## config.mk

```make
export PLATFORM = sky130hd
export DESIGN_NAME = fpga_robots_game_ps2rx
export DESIGN_NICKNAME = d
export VERILOG_FILES = /design/src/rtl/fpga_robots_game_ps2rx.sv
export SDC_FILE = /design/constraint.sdc
export NUM_CORES = 1
export LEC_CHECK = 0
export CAP_MARGIN = 25
export CORE_MARGIN = 2
export CORE_UTILIZATION = 40
export CTS_CLUSTER_SIZE = 8
export DETAILED_ROUTE_END_ITERATION = 16
export HOLD_SLACK_MARGIN = 0.05
export PLACE_DENSITY = 0.63
export SETUP_SLACK_MARGIN = 0.5
export SLEW_MARGIN = 10
export SYNTH_ARGS = -nofsm -noshare
export SYNTH_HDL_FRONTEND = slang
export SYNTH_SLANG_ARGS = --single-unit
```

## constraint.sdc

```tcl
create_clock -name clk -period 5.3 [get_ports clk]
set_input_delay 0.795 -clock clk [delete_from_list [all_inputs] [get_ports clk]]
set_output_delay 0.795 -clock clk [all_outputs]
set_load 0.1 [all_outputs]
```

## src/rtl/fpga_robots_game_ps2rx.sv

```systemverilog
`default_nettype none
// ============================================================================
// Module   : fpga_robots_game_ps2rx
// Brief    : PS/2 keyboard receiver: pin conditioning, frame deframing, FWFT
//            scan-code FIFO with valid/ready and clock-line inhibit.
// Revision : 1.0 - initial release
// ============================================================================
module fpga_robots_game_ps2rx #(
    parameter int FILT    = 8,
    parameter int TIMEOUT = 334,
    parameter int DEPTH   = 4
) (
    input  logic       clk,
    input  logic       rst,
    input  logic       sixus,
    input  logic       ps2_clk_in,
    input  logic       ps2_dat_in,
    output logic       ps2_clk_inhibit,
    output logic [7:0] rx_data,
    output logic       rx_valid,
    input  logic       rx_ready,
    output logic       err_parity,
    output logic       err_frame,
    output logic       err_timeout,
    output logic       err_overflow
);

    localparam int              c_AW     = $clog2(DEPTH);
    localparam logic [c_AW:0]   c_FULL   = (c_AW+1)'(DEPTH);
    localparam logic [7:0]      c_FILT_M = 8'(FILT - 1);
    localparam logic [8:0]      c_TO_M   = 9'(TIMEOUT - 1);

    localparam logic [1:0] c_IDLE   = 2'd0;
    localparam logic [1:0] c_DATA   = 2'd1;
    localparam logic [1:0] c_PARITY = 2'd2;
    localparam logic [1:0] c_STOP   = 2'd3;

    // ---------------- input conditioning ----------------
    logic       r_clk_s1, r_clk_s2, r_dat_s1, r_dat_s2;
    logic [7:0] r_filt_cnt;
    logic       r_clk_f, r_clk_f_d;
    logic       r_inhibit;
    logic       w_fall;

    always_ff @(posedge clk) begin
        if (rst) begin
            r_clk_s1 <= 1'b1;
            r_clk_s2 <= 1'b1;
            r_dat_s1 <= 1'b1;
            r_dat_s2 <= 1'b1;
        end else begin
            r_clk_s1 <= ps2_clk_in;
            r_clk_s2 <= r_clk_s1;
            r_dat_s1 <= ps2_dat_in;
            r_dat_s2 <= r_dat_s1;
        end
    end

    always_ff @(posedge clk) begin
        if (rst) begin
            r_filt_cnt <= 8'd0;
            r_clk_f    <= 1'b1;
            r_clk_f_d  <= 1'b1;
        end else begin
            r_clk_f_d <= r_clk_f;
            if (r_clk_s2 != r_clk_f) begin
                if (r_filt_cnt == c_FILT_M) begin
                    r_clk_f    <= r_clk_s2;
                    r_filt_cnt <= 8'd0;
                end else begin
                    r_filt_cnt <= r_filt_cnt + 8'd1;
                end
            end else begin
                r_filt_cnt <= 8'd0;
            end
        end
    end

    // Falls seen while the device is inhibited are our own pull-down, not data.
    assign w_fall = r_clk_f_d & ~r_clk_f & ~r_inhibit;

    // ---------------- frame FSM ----------------
    logic [1:0] r_state, w_state_nx;
    logic [2:0] r_bit_cnt, w_bit_cnt_nx;
    logic [7:0] r_shift, w_shift_nx;
    logic       r_par, w_par_nx;
    logic [8:0] r_to_cnt, w_to_cnt_nx;
    logic       w_push, w_perr, w_ferr, w_terr;

    always_ff @(posedge clk) begin
        if (rst) begin
            r_state   <= c_IDLE;
            r_bit_cnt <= 3'd0;
            r_shift   <= 8'd0;
            r_par     <= 1'b0;
            r_to_cnt  <= 9'd0;
        end else begin
            r_state   <= w_state_nx;
            r_bit_cnt <= w_bit_cnt_nx;
            r_shift   <= w_shift_nx;
            r_par     <= w_par_nx;
            r_to_cnt  <= w_to_cnt_nx;
        end
    end

    always_comb begin
        w_state_nx   = r_state;
        w_bit_cnt_nx = r_bit_cnt;
        w_shift_nx   = r_shift;
        w_par_nx     = r_par;
        w_to_cnt_nx  = r_to_cnt;
        w_push       = 1'b0;
        w_perr       = 1'b0;
        w_ferr       = 1'b0;
        w_terr       = 1'b0;

        if (r_state == c_IDLE || w_fall)
            w_to_cnt_nx = 9'd0;
        else if (sixus)
            w_to_cnt_nx = r_to_cnt + 9'd1;

        case (r_state)
            c_IDLE: begin
                if (w_fall && !r_dat_s2) begin
                    w_state_nx   = c_DATA;
                    w_bit_cnt_nx = 3'd0;
                end
            end
            c_DATA: begin
                if (w_fall) begin
                    w_shift_nx   = {r_dat_s2, r_shift[7:1]};
                    w_bit_cnt_nx = r_bit_cnt + 3'd1;
                    if (r_bit_cnt == 3'd7)
                        w_state_nx = c_PARITY;
                end
            end
            c_PARITY: begin
                if (w_fall) begin
                    w_par_nx   = r_dat_s2;
                    w_state_nx = c_STOP;
                end
            end
            c_STOP: begin
                if (w_fall) begin
                    w_state_nx = c_IDLE;
                    if (!r_dat_s2)
                        w_ferr = 1'b1;
                    else if (^{r_shift, r_par} == 1'b0)
                        w_perr = 1'b1;
                    else
                        w_push = 1'b1;
                end
            end
            default: w_state_nx = c_IDLE;
        endcase

        // A fall in the same cycle keeps the frame alive.
        if (r_state != c_IDLE && !w_fall && sixus && r_to_cnt == c_TO_M) begin
            w_state_nx  = c_IDLE;
            w_to_cnt_nx = 9'd0;
            w_terr      = 1'b1;
        end
    end

    // ---------------- FWFT FIFO ----------------
    logic [7:0]      r_mem [DEPTH];
    logic [c_AW-1:0] r_wptr, r_rptr;
    logic [c_AW:0]   r_count;
    logic            w_pop, w_push_ok, w_ovf;

    assign rx_valid  = (r_count != '0);
    assign w_pop     = rx_valid & rx_ready;
    assign w_push_ok = w_push & ((r_count < c_FULL) | w_pop);
    assign w_ovf     = w_push & ~w_push_ok;
    assign rx_data   = rx_valid ? r_mem[r_rptr] : 8'd0;

    always_ff @(posedge clk) begin
        if (!rst && w_push_ok)
            r_mem[r_wptr] <= r_shift;
    end

    always_ff @(posedge clk) begin
        if (rst) begin
            r_wptr  <= '0;
            r_rptr  <= '0;
            r_count <= '0;
        end else begin
            if (w_push_ok)
                r_wptr <= r_wptr + c_AW'(1);
            if (w_pop)
                r_rptr <= r_rptr + c_AW'(1);
            case ({w_push_ok, w_pop})
                2'b10:   r_count <= r_count + 1'b1;
                2'b01:   r_count <= r_count - 1'b1;
                default: r_count <= r_count;
            endcase
        end
    end

    // ---------------- inhibit and error pulses ----------------
    // Only assert between frames, and not while the consumer is draining.
    always_ff @(posedge clk) begin
        if (rst) begin
            r_inhibit    <= 1'b0;
            err_parity   <= 1'b0;
            err_frame    <= 1'b0;
            err_timeout  <= 1'b0;
            err_overflow <= 1'b0;
        end else begin
            r_inhibit    <= (r_count == c_FULL) &&
                            (r_inhibit || (r_state == c_IDLE && !w_pop));
            err_parity   <= w_perr;
            err_frame    <= w_ferr;
            err_timeout  <= w_terr;
            err_overflow <= w_ovf;
        end
    end

    assign ps2_clk_inhibit = r_inhibit;

endmodule
`default_nettype wire

```

## After elaboration in Yosys (flattened, before gate mapping)

Memories as Yosys holds them, arrays and structs flattened. A register that Yosys moved wholly into a read port is not among the register bits.
Index checks and enable logic that the tools add are counted.
Widths: inputs -> output; s select.

- Word-level logic and storage cells: 108
- Bits of input ports: 6
- RAM bits: 32
- Memories: 1
- Register bits: 49

- Add/sub/neg operators: 7
- Reduce and logical (&&, ||, !) cells: 29
- Order comparisons: 1
- Bitwise gates (word level): 13
- Eq/ne operators: 15
- Muxes and demuxes: 22

Memory list:

| name | words | width | read ports | clocked after memory_dff | write ports | RTL line | source |
|---|---|---|---|---|---|---|---|
| r_mem | 4 | 8 | 1 | 1 | 1 | 166 | `logic [7:0] r_mem [DEPTH];` |

Operators by type and width:

| cell | count |
|---|---|
| $mux 2 | 7 |
| $pmux 3 s2 | 2 |
| $ne 2x2->1 const B | 5 |
| $add 9x1->9 const B | 1 |
| $eq 9x9->1 const B | 1 |
| $mux 1 | 9 |
| $reduce_or 3->1 | 3 |
| $reduce_xor 9->1 | 1 |
| $add 8x1->8 const B | 1 |
| $eq 8x3->1 const B | 1 |
| $mux 8 | 1 |
| $pmux 2 s4 | 1 |
| $logic_and 1x1->1 | 7 |
| $not 1->1 | 7 |
| $add 3x1->3 const B | 2 |
| $eq 2x2->1 const B | 3 |
| $eq 3x3->1 const B | 2 |
| $mux 3 | 2 |
| $reduce_and 2->1 | 3 |
| $reduce_bool 2->1 | 3 |
| $and 1x1->1 | 5 |
| $reduce_and 5->1 | 1 |
| $add 2x1->2 const B | 2 |
| $eq 2x1->1 const B | 2 |
| 11 further kinds | 15 |

## Depth between registers and ports, before layout

- Word-level depth: 9
- Depth in mapped cells: 11
- Mapped depth without buffers: 11

## Worst setup path before layout

Ideal clock, no wire load.

- Kind: register to output
- Start: register r_count[0]
- End: output port rx_data[0]
- Data arrival time: 2327 ps
- Stages on the path, launching flop included: 4
- Path slack: 2178 ps
- Cell sequence: dfxtp_1 or3_1 clkbuf_1 and2_1

- Cells in the longest elaborated chain, start to end: 2

Ends and longest elaborated chain:

| element | RTL line | source |
|---|---|---|
| start, declared | 168 | `logic [c_AW:0] r_count;` |
| start signal, assigned | 193 | `2'b10: r_count <= r_count + 1'b1;` |
| start signal, assigned | 194 | `2'b01: r_count <= r_count - 1'b1;` |
| start signal, assigned | 195 | `default: r_count <= r_count;` |
| $reduce_bool 3->1 | 171 | `assign rx_valid = (r_count != '0);` |
| via rx_valid | 20 | `output logic rx_valid,` |
| $mux 8 | 175 | `assign rx_data = rx_valid ? r_mem[r_rptr] : 8'd0;` |
| end, declared | 19 | `output logic [7:0] rx_data,` |

The timed path passes the listed nets, and every way through them passes these cells.

==> key figures <==
Synthesis
  – Yosys top cell area share: 28.8%
  – Cell count after synthesis: 300
  – Largest family of logic cells by synthesized area: simple AND/OR/NAND/NOR gates
  – Syn_nets: 321
  – Main synth FF type: dfxtp_1
  – Complex-gate fraction of the synthesized area: under 10%
  – Number of distinct library cells after synthesis: 40
  – Post-synth EDFFs: 32
  – Mux cell area share after synthesis: 8.02%
  – Yosys synthesis warning count: 0
  – Post-Synth Adder-Cell Area: 5.51%
  – Simple-Gate Fraction of Synth Area: between 10% and 20%
  – FFs w/ async S/R, synth: 0%
  – Register area share after synthesis: 56.0%
  – Synth Area in XOR/XNOR: 6.96%
  – Synth area leader: dfxtp_1
  – Post-Syn Area per Cell: 11.8 µm²
  – Flops & latches, synth: just over 80
  – Post-Syn Area: 3540 µm²
  – Ranking of synthesized cells by area: dfxtp_1 29%, edfxtp_1 27%, mux4_2 5.1%, ha_1 4.9%, nor2_1 3.7%

STA
  – Post-route minimum period: 3.53 ns
  – RSZ-0062 raised after global routing: false
  – Final period util: 66.7%
  – Hold slack final: 0.414 ns
  – Pins Over Slew Limit: 0
  – FMAX: 0.283 GHz
  – Final setup TNS: 0 ns
  – Rel. slew slack: about a third
  – Clock Skew: 0.0118 ns
  – Final setup fails: 0
  – Final Hold Viols: 0
  – Final setup margin: between 1.5 and 2 ns
  – Transition time of the tightest slew-check pin: 0.975 ns

Setup path
  – WP buf/inv: 1
  – Flop2flop setup slack: 2.59 ns
  – Required time of the critical path: 4.51 ns
  – Worst setup EP type: primary output
  – Worst-path fanout max: 8
  – Worst setup SP type: flop
  – Crit path kind: reg -> out
  – Slowest cell on the critical path: clkdlybuf4s50_1
  – Critical path's top delay family: buffers and inverters
  – Worst-path cell chain: mux4_2 -> and2_1 -> clkdlybuf4s50_1
  – Largest stage delay on the critical path: 0.96 ns
  – WP data arrival: 2.74 ns

Detailed routing
  – Vias after detailed routing: 2158
  – Vias per cell: 4.90
  – DRC: 0
  – Pre-antenna DRT Iters: 4
  – Routed WL per cell: 13.1 µm
  – Routed WL: ~5.8 mm
  – Detail Route Antenna Nets: 0
  – DR iter-0 viols: 91

Clocking
  – Setup Fix Bufs, Post-CTS: 0
  – Total CTS buffers: 9
  – Root Driver: clkbuf_8
  – Hold buffers post-CTS: 0
  – Clock sink count: 83
  – TritonCTS clock tree: yes
  – H-tree depth: 3
  – Worst skew pair latency: between 0.3 and 0.4 ns
  – Clock-pin transition on the worst setup and hold timing paths: roughly 0.08 ns
  – Post-CTS Resized: 0
  – Clock Tree Buf Depth: 2

Floorplanning
  – Ports: 20
  – Die Area: 9620 µm²
  – Die X: 98.1 µm
  – Core box area: 8640 µm²
  – Rows: 34
  – Die Y: 98.1 µm
  – Starting Density: ~41%

Global route
  – Total gr overflow: 0
  – Initial antenna violation count: 0
  – Pin count of the biggest net entering global routing: 29
  – First-pass GRT wire length: roughly 10 mm
  – Vias in the first global route: 2034
  – Total global-route track usage: between 10% and 20%

Finish
  – P&R area growth vs syn: 15.2%
  – Share of layout cells above drive strength 1: 12.3%
  – Fillcell total: 796
  – Ant. Diodes: 0
  – Layout Nets: 348

Outcome
  – Status: finished clean

Placement
  – Detailed Place HPWL: between 3 and 4 mm
  – Pre-CTS setup slack: 1.92 ns
  – RD Place Congestion: 0.690
  – # port buffers: 19

Power
  – Worst VDD drop: 0.126 mV
  – Cell Pwr Density: 294 nW/µm²
  – Lkg Pwr: 1.43 nW

Flow run
  – Max Cap Viol: 0

Hold path
  – Min-delay worst type: reg -> reg
-- worst reg2reg max path, stage by stage (launching register included) --
cell and delay (ns):
dfxtp_1 0.49, xor2_1 0.18, xnor3_1 0.49, mux2i_4 0.23
inv_1 0.06, ha_1 0.17, inv_1 0.06, fa_1 0.38
xor2_1 0.16, or3_1 0.31, a21oi_1 0.14
-- metrics by stage --
stage / cell area [µm²] / util (%) / cells / total power [W]
final: 4080 / 47.3 / 440 / 0.00120
after global routing: 4080 / 47.3 / 440 / 0.00126
after CTS: 4080 / 47.3 / 440 / 0.00122
after detailed placement: 3870 / 44.9 / 424 / 0.000750
after global placement: 3870 / 44.9 / 424 / 0.000750
after floorplan: 3540 / - / 300 / 0.000732
-- worst paths after layout --
path	startpoint	end	cells past startpoint
setup / recovery	flop	rx_data[7]	3
hold / removal	r_clk_s1	r_clk_s2	1
setup reg to reg	r_shift[5]	r_count[2]	10
hold reg to reg	r_clk_s1	r_clk_s2	1
-- power by group --
group / internal, W / switching, W / leakage [nW]
Combinational: 0.0000284 / 0.0000360 / 0.628
Clock: 0.000225 / 0.000241 / 0.0984
Sequential: 0.000663 / 0.00000701 / 0.708
Total: 0.000917 / 0.000284 / 1.43
-- cells by family after synthesis --
family	count (synthesis)
AND/OR/NAND/NOR	124
AO/OA/AOI/OAI	17
buffers and inverters	19
multiplexers	17
flip-flops	83
adder cells (fa/ha/maj)	15
XOR/XNOR	25
-- synthesized netlist by cell type (all sizes together), types with 2 or more instances --
library cell  number
a21oi             10
and2              12
and3               3
clkbuf             8
dfxtp             51
edfxtp            32
ha                14
inv               11
mux2i              8
mux4               8
nand2             30
nand3              4
nand4              6
nor2              35
nor2b              7
nor3               2
nor3b              3
nor4b              5
o21ai              2
or2                7
or3                2
or4                2
or4b               2
xnor2             11
xnor3              2
xor2              12
-- cell usage in the layout, fill, tap and decap left out, types with 2 or more instances in the layout --
cell type	count
nor4b_1	5
nor3b_1	3
a21oi_1	10
nand2_1	30
mux4_2	8
or2_2	7
inv_6	2
or3_1	2
edfxtp_1	32
o21ai_0	2
dfxtp_1	51
xnor2_1	11
clkinvlp_4	2
clkbuf_8	9
xnor3_1	2
xor2_1	12
clkdlybuf4s50_1	19
nand3_1	4
nor2_1	35
and2_1	12
buf_4	5
nor2b_1	7
nand4_1	6
inv_1	11
and3_1	3
nor3_1	2
ha_1	14
mux2i_1	7
-- metal layers --
layer  track usage, %  wire length [µm]
met5                0                 0
met4             6.30                89
met3             3.58               218
met2             19.8              2700
met1             17.8              2750
-- final cells by class --
class	count	area, µm²	area share, %
flip-flops and latches	83	1980	48.6
multi-input cells	198	1490	36.5
repair buffers	24	228	5.58
well taps	108	135	3.31
clock buffers	9	124	3.03
clock inverters	7	82.6	2.02
inverters	11	41.3	1.01
-- state kept, by name, indices dropped and copies added, names as in the netlist, 2 cells and up, named ones only --
register,count
r_mem,32
r_to_cnt,9
r_filt_cnt,8
r_shift,8
r_bit_cnt,3
r_count,3
r_rptr,2
r_state,2
r_wptr,2
No activity file was read; power rests on OpenSTA's default activity.
